--- config.mk ---
export PLATFORM = sky130hd
export DESIGN_NAME = if_stage
export DESIGN_NICKNAME = d
export VERILOG_FILES = /design/src/rtl/if_stage.sv
export SDC_FILE = /design/constraint.sdc
export NUM_CORES = 1
export LEC_CHECK = 0
export ABC_AREA = 1
export BUFFER_PORTS_ARGS = -buffer_cell sky130_fd_sc_hd__buf_2
export CAP_MARGIN = 10
export CORE_MARGIN = 5
export CORE_UTILIZATION = 54
export DETAILED_ROUTE_END_ITERATION = 7
export PLACE_DENSITY = 0.91
export SKIP_CTS_REPAIR_TIMING = 1
export SLEW_MARGIN = 20
export SYNTH_ARGS = -nofsm -noshare
export SYNTH_HDL_FRONTEND = slang
export SYNTH_SLANG_ARGS = --single-unit
--- constraint.sdc ---
create_clock -name clk -period 2 [get_ports clk]
set_input_delay 0.2 -clock clk [delete_from_list [all_inputs] [get_ports clk]]
set_output_delay 0.2 -clock clk [all_outputs]
set_load 0.01 [all_outputs]
--- src/rtl/if_stage.sv ---
// rtl/if_stage.sv - instruction fetch stage with folded IF/ID register and one-entry skid buffer
module if_stage #(
  parameter logic [31:0] RESET_PC = 32'h0000_0000
) (
  input  logic        clk,
  input  logic        rst,
  input  logic        i_stall,
  input  logic        i_redirect,
  input  logic [31:0] i_redirectPc,
  output logic        o_imemReq,
  output logic [31:0] o_imemAddr,
  input  logic        i_imemAck,
  input  logic [31:0] i_imemData,
  output logic        o_valid,
  output logic [31:0] o_pc,
  output logic [5:0]  o_opcode,
  output logic [4:0]  o_sa,
  output logic [5:0]  o_fn,
  output logic [4:0]  o_rs,
  output logic [4:0]  o_rt,
  output logic [4:0]  o_rd,
  output logic [31:0] o_imm,
  output logic [25:0] o_target
);

  typedef enum logic {FETCH, DROP} state_t;

  state_t      state, state_nxt;
  logic [31:0] fpc;
  logic [31:0] drop_addr;

  logic        out_valid;
  logic [31:0] out_pc;
  logic [31:0] out_instr;
  logic [31:0] out_imm;

  logic        skid_valid;
  logic [31:0] skid_pc;
  logic [31:0] skid_instr;
  logic [31:0] skid_imm;

  logic        xfer;
  logic        take;
  logic [31:0] in_imm;
  logic [31:0] slot_instr;

  // logical-immediate opcodes (andi/ori/xori) zero-extend, everything else sign-extends
  function automatic logic [31:0] ext_imm(input logic [31:0] ins);
    case (ins[31:26])
      6'h0C, 6'h0D, 6'h0E: ext_imm = {16'h0000, ins[15:0]};
      default:             ext_imm = {{16{ins[15]}}, ins[15:0]};
    endcase
  endfunction

  assign o_imemReq  = !rst && !skid_valid;
  assign o_imemAddr = (state == DROP) ? drop_addr : fpc;
  assign xfer       = o_imemReq && i_imemAck;
  assign take       = xfer && (state == FETCH);
  assign in_imm     = ext_imm(i_imemData);

  always_comb begin
    state_nxt = state;
    if (state == DROP && xfer)
      state_nxt = FETCH;
    else if (state == FETCH && i_redirect && o_imemReq && !i_imemAck)
      state_nxt = DROP;
  end

  always_ff @(posedge clk) begin
    if (rst) begin
      state      <= FETCH;
      fpc        <= RESET_PC;
      drop_addr  <= 32'h0;
      out_valid  <= 1'b0;
      out_pc     <= 32'h0;
      out_instr  <= 32'h0;
      out_imm    <= 32'h0;
      skid_valid <= 1'b0;
      skid_pc    <= 32'h0;
      skid_instr <= 32'h0;
      skid_imm   <= 32'h0;
    end else begin
      state <= state_nxt;
      // the outstanding request must complete at the old address before fetching the target
      if (state == FETCH && i_redirect && o_imemReq && !i_imemAck)
        drop_addr <= fpc;
      if (i_redirect) begin
        fpc        <= i_redirectPc;
        out_valid  <= 1'b0;
        skid_valid <= 1'b0;
      end else begin
        if (take)
          fpc <= fpc + 32'd4;
        if (!i_stall || !out_valid) begin
          if (skid_valid) begin
            out_valid  <= 1'b1;
            out_pc     <= skid_pc;
            out_instr  <= skid_instr;
            out_imm    <= skid_imm;
            skid_valid <= 1'b0;
          end else if (take) begin
            out_valid  <= 1'b1;
            out_pc     <= fpc;
            out_instr  <= i_imemData;
            out_imm    <= in_imm;
          end else begin
            out_valid  <= 1'b0;
          end
        end else if (take) begin
          skid_valid <= 1'b1;
          skid_pc    <= fpc;
          skid_instr <= i_imemData;
          skid_imm   <= in_imm;
        end
      end
    end
  end

  assign slot_instr = out_valid ? out_instr : 32'h0;
  assign o_valid    = out_valid;
  assign o_pc       = out_valid ? out_pc : 32'h0;
  assign o_imm      = out_valid ? out_imm : 32'h0;
  assign o_opcode   = slot_instr[31:26];
  assign o_rs       = slot_instr[25:21];
  assign o_rt       = slot_instr[20:16];
  assign o_rd       = slot_instr[15:11];
  assign o_sa       = slot_instr[10:6];
  assign o_fn       = slot_instr[5:0];
  assign o_target   = slot_instr[25:0];

endmodule

== Yosys cells after proc, flatten, opt, wreduce, memory -nomap -nowiden ==
Index checks and enable logic that the tools add are counted.
Storage, ports and cells
  RAM bits: 0
  memories: 0
  bits in registers: 259
  output and inout port bits: 156
  logic and storage cells: 54
  bits of input ports: 69
  bits in latches: 0
  memory bits (read-only): 0
Cells by class
  bitwise gates (word level): 3
  order comparisons: 0
  add/subtract/negate cells: 1
  multiplexer cells: 15
  shift operators: 0
  divide/modulo/power cells: 0
  eq/ne operators: 3
  $mul: 0
  reductions and logical operators: 21
Operator list (count)
  2-to-1 mux 32 bit: 13
  adder 32 x 3 -> 32 bit, second input constant: 1
  equality test 6 x 4 -> 1 bit, second input constant: 3
  logical AND 1 bit: 7
  AND reduction 3 bit: 2
  OR reduction 3 bit: 2
  logical NOT 1 bit: 5
  nonzero test 2 bit: 2
  OR reduction 2 bit: 2
  NOT 1 bit: 3
  2-to-1 mux 1 bit: 2
  logical OR 1 bit: 1

== Logic depth before layout (Yosys ltp) ==
Gate-level depths: netlist of run 1.
  depth after elaboration: 6
  mapped depth: 10
  gate-level depth less buffers: 10

== Worst setup path after synthesis of run 1 ==
OpenSTA, ideal clock, no wires.
  path type: register to output
  start: register out_valid, in the netlist o_valid
  end: output o_rd[0]
  required time: 1800 ps
  cell stages (with the launch flop): 6
  path buffers: 3
  slack: 520 ps
  data arrival time: 1280 ps
  path through: dfxtp_1 -> clkbuf_1 -> clkbuf_1 -> nand2_1 -> inv_1 -> buf_4
On the way
  word-level cells in the longest chain between the ends: 1
RTL lines
  from (decl): RTL line 32  | logic out_valid;
  from (signal assigned): RTL line 74  | out_valid <= 1'b0;
  from (signal assigned): RTL line 89  | out_valid <= 1'b0;
  from (signal assigned): RTL line 96  | out_valid <= 1'b1;
  2-to-1 mux 32 bit: RTL line 119  | assign slot_instr = out_valid ? out_instr : 32'h0;
  to (decl): RTL line 21  | output logic [4:0] o_rd,
No other way between the ends.

== Worst setup path after layout of run 1 ==
  start: register state
  end: output o_imemAddr[31]
On the way
  word-level cells in the longest chain between the ends: 1
RTL lines
  from (decl): RTL line 28  | state_t state, state_nxt;
  from (signal assigned): RTL line 83  | state <= state_nxt;
  2-to-1 mux 32 bit: RTL line 56  | assign o_imemAddr = (state == DROP) ? drop_addr : fpc;
  to (decl): RTL line 11  | output logic [31:0] o_imemAddr,
No other way between the ends.

==> results.md, run 1 <==
- Dpl hpwl: 17.8 mm
- Fin crit period: 1.81 ns
- Register area share after synthesis: 0.416
- Sw frac: 0.251
- Final Cycle Share: 0.904
- Multiplexer share of the synthesized area: 0
- Drt first pass iters: 6
- Crit-path max FO: 66
- #FFs+latches synth: 197
- Design area: 10900 um2
- Arrival @ worst endpoint: 1.61 ns
- Worst Path Required: 1.80 ns
- Leakage: 0.00526 uW
- RSZ-0062 raised after global routing: false
- Share of the synthesized area in the top cell type: 0.416
- Pin count of the biggest net entering global routing: 97
- CP max stage delay: 0.37 ns
- Async set or reset register ratio after synthesis: 0
- Clock power frac: 0.422
- DRC Markers: 0
- Compound-cell area share of the yosys netlist: 0.213
- Core box area: 17200 um2
- Clk_lat worst skew: 0.43 ns
- Final slew viol count: 0
- Fillers: 1514
- Post-synthesis adder-cell area fraction: 0.00132
- Worst vdd ir: 0.647 mV
- Die area: 20300 um2
- Pint: 6480 uW
- Vias in the first global route: 8690
- Endpoints failing setup: 0
- Synth Area in XOR/XNOR: 0.00924
- Initial antenna violation count: 0
- Part of the power in registers: 0.485
- Final Hold Vio Count: 0
- Overflow after GRT: 0
- Switching Power: 2170 uW
- Gpl congestion: 0.965
- First-pass GRT wire length: 42.1 mm
- Max_cap viols: 0
- Cells after synthesis: 1378
- Comb power frac: 0.093
- Post-synthesis simple-gate area fraction: 0.216
- Placed Instance Area: 10300 um2
- Layout Nets: 1566
- Number of clock sinks: 197
- Main area contributors after synthesis: dfxtp_1 42%, nand2_1 14%, o21ai_1 6.5%
- Fmax: 553 MHz
- Area leader, netlist: dfxtp_1
- Slew @ Worst Pin: 0.748 ns
- Setup TNS: 0 ns
- DR vias/cell: 5.50
- I/O pin cnt: 225
- Layout cell share with drive strength beyond 1: 0.200
- Post-synthesis cell type count: 33
- EDFF count, synth: 0
- Clock transition at path regs: 0.07 ns
- Max clock buf depth: 2
- Worst hold slack: 0.0230 ns
- Hold WC Path Type: input pin to flop
- Port buffer count: 224
- Largest family of logic cells by synthesized area: simple AND/OR/NAND/NOR gates
- Rows: 48
- Ant diodes: 0
- Via count: 9543
- WS Path Type: flop to output port
- CP max-delay cell: buf_6
- Initial DRC count: 1042
- Antenna viol nets, final: 0
- Critical-path cell list: buf_6, o21ai_0, buf_2
- CTS Buf Count: 17
- WL final: 26.2 mm
- H-Tree Depth: 4
- Status: finished, final reports clean
- Kind of start point of the critical path: flop
- PD cells: 793 nW/um2
- Root buffer cell: clkbuf_16
- Drt wl/cell: 15.1 um
- Prevailing post-synth register cell: dfxtp_1
- All-Layer GR Usage: 0.251
- Mapped cell area: 9480 um2
- CTS tree: done
- Mean post-synth cell area: 6.88 um2
- Vert. Die Dim: 143 um
- Post-synth net total: 1448
- Die Width: 143 um
- Area growth from synthesis to layout: 15.1%
- Endpoint class of the critical path: output port
- Total number of yosys warnings: 0
- Relative slew slack: 0.501
- Clk_skew: 0.0102 ns
- Initial Utilization: 0.550
cell type report:
| type | count | area [um2] | area share |
|---|---|---|---|
| inverters | 129 | 489 | 0.0448 |
| repair buffers | 247 | 1400 | 0.128 |
| well taps | 225 | 282 | 0.0258 |
| multi-input cells | 904 | 4180 | 0.383 |
| clock buffers | 18 | 429 | 0.0393 |
| clock inverters | 14 | 195 | 0.0179 |
| flip-flops and latches | 197 | 3950 | 0.362 |
Yosys cell counts (2+ instances only):
| library cell | instances |
|---|---|
| nor2_1 | 111 |
| o21ai_1 | 124 |
| dfxtp_1 | 197 |
| nor2_2 | 4 |
| buf_6 | 8 |
| o21ai_0 | 92 |
| a211oi_1 | 2 |
| buf_1 | 2 |
| nand2_2 | 2 |
| clkbuf_1 | 50 |
| a21oi_1 | 91 |
| nand4_1 | 5 |
| buf_2 | 25 |
| nor2_4 | 3 |
| inv_2 | 4 |
| nand2_1 | 346 |
| xor2_1 | 10 |
| inv_1 | 123 |
| buf_4 | 62 |
| a31oi_1 | 72 |
| nor3_1 | 5 |
| nand3_1 | 29 |
power groups by stage:
stage | combinational (uW) | sequential (uW) | clock, uW
2_1_floorplan | 525 | 4250 | 0
3_5_place_dp | 792 | 4280 | 0
4_1_cts | 799 | 4200 | 3690
5_1_grt | 892 | 4220 | 3860
3_3_place_gp | 772 | 4280 | 0
6_report | 804 | 4200 | 3650
per-stage QoR:
stage | cells | worst slack [ns] | power (uW) | utilization
final | 1734 | 0.191 | 8650 | 0.633
after global placement | 1703 | 0.434 | 5050 | 0.597
after CTS | 1735 | 0.00982 | 8690 | 0.634
after floorplan | 1378 | 0.520 | 4770 | -
after global routing | 1734 | 0.0461 | 8970 | 0.633
after detailed placement | 1703 | 0.273 | 5080 | 0.597
layout by cell type, fill, tap and decap left out, types with 2 or more instances in the layout:
cell type    n
nand2_1    346
a211oi_1     2
buf_12       8
nand3_1     29
dfxtp_2      3
inv_1      122
nor2_1     111
nand4_1      5
xor2_1      10
nor2_4       3
bufinv_16    4
inv_2        3
inv_6        5
nand2_2      2
clkinv_2     5
o21ai_1    124
dfxtp_1    194
nor3_1       4
buf_2      224
nor2_2       4
clkbuf_16   17
buf_4       14
a21oi_1     91
a31oi_1     72
o21ai_0     92
metal layers:
metal	vias to the layer above	share of wire	track usage
li1	4665	-	-
met1	4346	0.40	0.328
met2	463	0.47	0.416
met3	69	0.10	0.0447
met4	0	0.029	0.0935
met5	-	0	0
cell families after synthesis:
kind of cell / after synthesis
xor gates and xnor gates: 10
adders and majority gates: 1
DFF: 197
buffers and inverters: 277
AOI/OAI and AO/OA: 383
and+or+nand+nor: 510
worst max-delay path, delay by kind of cell (launching register included):
family                 cells  cell delay, ns
buffers and inverters      2            0.57
flip-flops                 1            0.34
AO/OA/AOI/OAI              1            0.26
worst paths after layout:
| path | startpoint | endpoint | slack, ns | cells after the start |
|---|---|---|---|---|
| worst max register to register | fpc[3]$_SDFFE_PP0P_ | fpc[20]$_SDFFE_PP0P_ | 0.21 | 10 |
| worst min-delay path | i_imemData[23] | skid_instr[23]$_SDFFE_PP0P_ | 0.02 | 3 |
| worst min register to register | fpc[0]$_SDFFE_PP0P_ | out_pc[0]$_SDFFE_PP0P_ | 0.48 | 2 |
| worst max-delay path | state$_SDFFE_PP0P_ | o_imemAddr[31] | 0.19 | 3 |
flip-flops by register name (all words and copies together) (netlist names):
register / count
o_valid: 1
out_imm: 1
skid_valid: 1
fpc: 32
skid_imm: 1
out_instr: 32
out_pc: 32
skid_instr: 32
drop_addr: 32
state: 1
skid_pc: 32
Power figures use the tool's default switching activity.
==> run 2: changes to the inputs <==
--- a/config.mk
+++ b/config.mk
@@ -6,9 +6,9 @@
 export NUM_CORES = 1
 export LEC_CHECK = 0
 export ABC_AREA = 1
+export ABC_CLOCK_PERIOD_IN_PS = 2000
 export BUFFER_PORTS_ARGS = -buffer_cell sky130_fd_sc_hd__buf_2
-export CAP_MARGIN = 10
-export CORE_MARGIN = 5
+export CAP_MARGIN = 20
 export CORE_UTILIZATION = 54
 export DETAILED_ROUTE_END_ITERATION = 7
 export PLACE_DENSITY = 0.91
==> results.md, run 2 (same netlist as run 1, synthesis figures left out) <==
- Rows: 48 (unchanged)
- Final Cycle Share: 0.925 (was 0.904)
- Initial antenna violation count: 0 (unchanged)
- Number of clock sinks: 197 (unchanged)
- Endpoint class of the critical path: output port (unchanged)
- Fmax: 541 MHz (was 553 MHz)
- Top delay family on crit path: buffers and inverters (unchanged)
- Part of the power in registers: 0.505 (was 0.485)
- I/O pin cnt: 225 (unchanged)
- Worst Path Required: 1.80 ns (about the same)
- R2R Setup Slk: 0.23 ns (was 0.21 ns)
- Layout Nets: 1566 (unchanged)
- R2R Path Start: fpc[3]$_SDFFE_PP0P_ (unchanged)
- WL final: 25.7 mm (was 26.2 mm)
- CP max stage delay: 0.37 ns (about the same)
- DR vias/cell: 5.47 (was 5.50)
- Most frequent cells in the layout: 346 x nand2_1, 224 x buf_2, 194 x dfxtp_1 (unchanged)
- Switching Power: 2280 uW (was 2170 uW)
- Drt wl/cell: 14.8 um (was 15.1 um)
- DRC Markers: 0 (unchanged)
- All-Layer GR Usage: 0.282 (was 0.251)
- Hold WC Path Type: input pin to flop (unchanged)
- Fin crit period: 1.85 ns (was 1.81 ns)
- Layout cell share with drive strength beyond 1: 0.201 (was 0.200)
- Final slew viol count: 0 (unchanged)
- Core box area: 17200 um2 (unchanged)
- WS Path Type: flop to output port (unchanged)
- Area growth from synthesis to layout: 14.5% (was 15.1%)
- Clk_skew: 0.0101 ns (was 0.0102 ns)
- Arrival @ worst endpoint: 1.65 ns (was 1.61 ns)
- Status: finished, final reports clean (unchanged)
- Critical path buffers and inverters: 2 (unchanged)
- Critical-path cell list: buf_6, o21ai_0, buf_2 (unchanged)
- Pin count of the biggest net entering global routing: 68 (was 97)
- Gpl congestion: 0.916 (was 0.965)
- Fillers: 1500 (was 1514)
- Crit-path max FO: 66 (unchanged)
- Setup TNS: 0 ns (unchanged)
- Vias in the first global route: 8320 (was 8690)
- H-Tree Depth: 4 (unchanged)
- Clock transition at path regs: 0.08 ns (was 0.07 ns)
- Endpoints failing setup: 0 (unchanged)
- Pint: 6020 uW (was 6480 uW)
- Vert. Die Dim: 135 um (was 143 um)
- Worst vdd ir: 0.716 mV (was 0.647 mV)
- CTS Buf Count: 17 (unchanged)
- PD cells: 765 nW/um2 (was 793 nW/um2)
- Sw frac: 0.275 (was 0.251)
- Final Hold Vio Count: 0 (unchanged)
- First-pass GRT wire length: 40.9 mm (was 42.1 mm)
- Port buffer count: 224 (unchanged)
- Slew @ Worst Pin: 0.785 ns (was 0.748 ns)
- Overflow after GRT: 0 (unchanged)
- Kind of start point of the critical path: flop (unchanged)
- Antenna viol nets, final: 0 (unchanged)
- Hold wc startpoint: i_imemData[25] (was i_imemData[23])
- RSZ-0062 raised after global routing: false (unchanged)
- Crit path launch: state$_SDFFE_PP0P_ (unchanged)
- Most common cell after layout, fill and taps aside: nand2_1 (unchanged)
- CP max-delay cell: buf_6 (unchanged)
- Core Util, Final: 0.630 (was 0.633)
- Root buffer cell: clkbuf_16 (unchanged)
- Comb power frac: 0.098 (was 0.093)
- Relative slew slack: 0.477 (was 0.501)
- Via count: 9486 (was 9543)
- Initial Utilization: 0.550 (unchanged)
- Max_cap viols: 0 (unchanged)
- Die area: 18100 um2 (was 20300 um2)
- Drt first pass iters: 8 (was 6)
- Clock power frac: 0.397 (was 0.422)
- Worst hold slack: 0.0155 ns (was 0.0230 ns)
- Clk_lat worst skew: 0.44 ns (was 0.43 ns)
- Initial DRC count: 866 (was 1042)
- Dpl hpwl: 17.2 mm (was 17.8 mm)
- Die Width: 135 um (was 143 um)
- CTS tree: done (unchanged)
- Leakage: 0.00522 uW (was 0.00526 uW)
- Max clock buf depth: 2 (unchanged)
- Ant diodes: 0 (unchanged)
run 2: final timing paths:
check,cells after the start,end
worst max register to register,10,fpc[20]$_SDFFE_PP0P_
worst min-delay path,3,skid_instr[25]$_SDFFE_PP0P_
worst min register to register,2,out_instr[9]$_SDFFE_PP0P_
worst max-delay path,3,o_imemAddr[30]
run 2: area by class of cell:
cell class	count	area [um2]	area share
Multi-Input combinational cell	904	4180	0.385
Tap cell	225	282	0.0259
Sequential cell	197	3950	0.364
Inverter	129	490	0.0452
Clock inverter	15	139	0.0128
Clock buffer	17	425	0.0392
Timing Repair Buffer	247	1400	0.129
run 2: metal layers:
metal	routed length, um	part of all wire	track usage	vias to the layer above
met4	660	0.026	0.107	0
li1	-	-	-	4659
met5	0	0	0	-
met3	1930	0.075	0.0364	62
met2	12400	0.48	0.484	473
met1	10800	0.42	0.362	4292
run 2: worst min-delay path, delay by kind of cell:
| family | cells | cell delay (ns) |
|---|---|---|
| buf+inv | 1 | 0.09 |
| compound gates | 1 | 0.06 |
| simple gates | 1 | 0.07 |
run 2: metrics by stage:
stage	setup WS [ns]	cell area, um2	power [uW]	instances
2_1_floorplan	0.520	9480	4770	1378
3_3_place_gp	0.412	10300	5050	1702
3_5_place_dp	0.320	10300	5080	1702
4_1_cts	-0.0626	10900	8330	1734
5_1_grt	0.0139	10900	8600	1734
6_report	0.150	10900	8300	1734
run 2: power by group through the flow:
stage,combinational [uW],clock [uW],sequential [uW]
6_report,811,3300,4200
5_1_grt,902,3480,4210
4_1_cts,802,3330,4190
3_5_place_dp,796,0,4280
3_3_place_gp,773,0,4280
2_1_floorplan,525,0,4250
==> run 3: changes to the inputs <==
--- a/config.mk
+++ b/config.mk
@@ -11,7 +11,8 @@
 export CAP_MARGIN = 20
 export CORE_UTILIZATION = 54
 export DETAILED_ROUTE_END_ITERATION = 7
-export PLACE_DENSITY = 0.91
+export PLACE_DENSITY = 0.87
+export SETUP_SLACK_MARGIN = 0.05
 export SKIP_CTS_REPAIR_TIMING = 1
 export SLEW_MARGIN = 20
 export SYNTH_ARGS = -nofsm -noshare
==> results.md, run 3 (same netlist as run 1, synthesis figures left out) <==
- Status: finished, final reports clean (unchanged)
- Crit-path max FO: 16 (was 66)
- Port buffer count: 224 (unchanged)
- Worst vdd ir: 0.718 mV (was 0.716 mV)
- Core box area: 17200 um2 (unchanged)
- Fin crit period: 1.82 ns (was 1.85 ns)
- Placed Instance Area: 10300 um2 (about the same)
- Gpl congestion: 0.940 (was 0.916)
- DR vias/cell: 5.36 (was 5.47)
- Pre-CTS setup slack: 0.305 ns (was 0.320 ns)
- Antenna viol nets, final: 0 (unchanged)
- Critical-path cell list: buf_4, nand2_1, inv_1, buf_2 (was buf_6, o21ai_0, buf_2)
- Core Util, Final: 0.633 (was 0.630)
- Overflow after GRT: 0 (unchanged)
- Placed cells: 1705 (was 1702)
- Final slew viol count: 0 (unchanged)
- I/O pin cnt: 225 (unchanged)
- Max clock buf depth: 2 (unchanged)
- Vias in the first global route: 8268 (was 8320)
- Clk_lat worst skew: 0.43 ns (was 0.44 ns)
- CTS tree: done (unchanged)
- First-pass GRT wire length: 39.7 mm (was 40.9 mm)
- Slew @ Worst Pin: 0.522 ns (was 0.785 ns)
- Die area: 18100 um2 (unchanged)
- RSZ-0062 raised after global routing: false (unchanged)
- Drt wl/cell: 14.3 um (was 14.8 um)
- Dpl hpwl: 16.8 mm (was 17.2 mm)
- Drt first pass iters: 5 (was 8)
- Slack of the critical path: 0.179 ns (was 0.150 ns)
- Most common cell after layout, fill and taps aside: nand2_1 (unchanged)
- Layout cell share with drive strength beyond 1: 0.202 (was 0.201)
- DRC Markers: 0 (unchanged)
- Initial DRC count: 642 (was 866)
- H-Tree Depth: 4 (unchanged)
- Initial antenna violation count: 1 (was 0)
- Non-Filler Instances: 1738 (was 1734)
- Area growth from synthesis to layout: 15.1% (was 14.5%)
- Crit path launch: o_valid$_SDFFE_PP0P_ (was state$_SDFFE_PP0P_)
- Rows: 48 (unchanged)
- Pin count of the biggest net entering global routing: 90 (was 68)
- CP max stage delay: 0.51 ns (was 0.37 ns)
- WL final: 24.8 mm (was 25.7 mm)
- Crit path to: o_imm[27] (was o_imemAddr[30])
- Fillers: 1560 (was 1500)
- Endpoint class of the critical path: output port (unchanged)
- Die Width: 135 um (unchanged)
- Layout Nets: 1569 (was 1566)
- Number of clock sinks: 197 (unchanged)
- Top delay family on crit path: buffers and inverters (unchanged)
- Clock transition at path regs: 0.08 ns (about the same)
- Hold WC Path Type: input pin to flop (unchanged)
- Endpoints failing setup: 0 (unchanged)
- Relative slew slack: 0.652 (was 0.477)
- Arrival @ worst endpoint: 1.62 ns (was 1.65 ns)
- Max_cap viols: 0 (unchanged)
- PD cells: 776 nW/um2 (was 765 nW/um2)
- Via count: 9323 (was 9486)
- Worst Path Required: 1.80 ns (about the same)
- Initial Utilization: 0.550 (unchanged)
- Design area: 10900 um2 (about the same)
- Setup TNS: 0 ns (unchanged)
- CTS Buf Count: 17 (unchanged)
- Kind of start point of the critical path: flop (unchanged)
- R2r endpoint: fpc[19]$_SDFFE_PP0P_ (was fpc[20]$_SDFFE_PP0P_)
- CP max-delay cell: dfxtp_2 (was buf_6)
- Worst r2r path cells: 8 (was 10)
- Leakage: 0.00525 uW (was 0.00522 uW)
- Fmax: 549 MHz (was 541 MHz)
- Final Cycle Share: 0.910 (was 0.925)
- Critical path buffers and inverters: 3 (was 2)
- All-Layer GR Usage: 0.273 (was 0.282)
- Root buffer cell: clkbuf_16 (unchanged)
- WS Path Type: flop to output port (unchanged)
- Hold wc startpoint: i_imemData[14] (was i_imemData[25])
- Most frequent cells in the layout: 346 x nand2_1, 224 x buf_2, 194 x dfxtp_1 (unchanged)
- R2R Setup Slk: 0.23 ns (about the same)
- Clk_skew: 0.0124 ns (was 0.0101 ns)
- R2R Path Start: fpc[2]$_SDFFE_PP0P_ (was fpc[3]$_SDFFE_PP0P_)
- Final Hold Vio Count: 0 (unchanged)
- Critical path depth in cells: 4 (was 3)
- Vert. Die Dim: 135 um (unchanged)
run 3: area by class of cell:
| cell class | instances | area [um2] | share of cell area |
|---|---|---|---|
| flip-flops and latches | 197 | 3950 | 0.362 |
| inverters | 129 | 490 | 0.0449 |
| repair buffers | 250 | 1420 | 0.130 |
| diodes | 1 | 2.50 | 0.000229 |
| well taps | 225 | 282 | 0.0258 |
| multi-input cells | 904 | 4180 | 0.383 |
| clock buffers | 18 | 429 | 0.0393 |
| clock inverters | 14 | 170 | 0.0156 |
run 3: metal layers:
metal / wire length (um) / track usage
met1: 10600 / 0.346
met2: 12000 / 0.462
met3: 1830 / 0.0488
met4: 458 / 0.105
met5: 0 / 0
run 3: metrics by stage:
stage	total power (uW)	hold WS, ns
after global routing	8760	0.0180
after global placement	5050	0.456
after CTS	8510	0.0110
after floorplan	4770	0.311
after detailed placement	5080	0.463
final	8470	0.0193
run 3: worst min-delay path by stage:
stage	slack (ns)	to	cells past startpoint
6_report	0.02	skid_instr[14]$_SDFFE_PP0P_	3
3_5_place_dp	0.46	skid_instr[14]$_SDFFE_PP0P_	3
5_1_grt	0.02	skid_instr[24]$_SDFFE_PP0P_	3
4_1_cts	0.01	skid_instr[14]$_SDFFE_PP0P_	3
2_1_floorplan	0.31	state$_SDFFE_PP0P_	1
3_3_place_gp	0.46	skid_instr[0]$_SDFFE_PP0P_	3
run 3: tightest hold or removal path, stage by stage:
cell and delay, ns:
buf_2 0.09, o21ai_1 0.06, nor2_1 0.07
run 3: where the power goes:
group	leakage (uW)	internal (uW)	total (uW)	switching [uW]
Sequential	0.00161	4080	4200	126
Clock	0.000287	1890	3470	1580
Combinational	0.00336	300	804	504
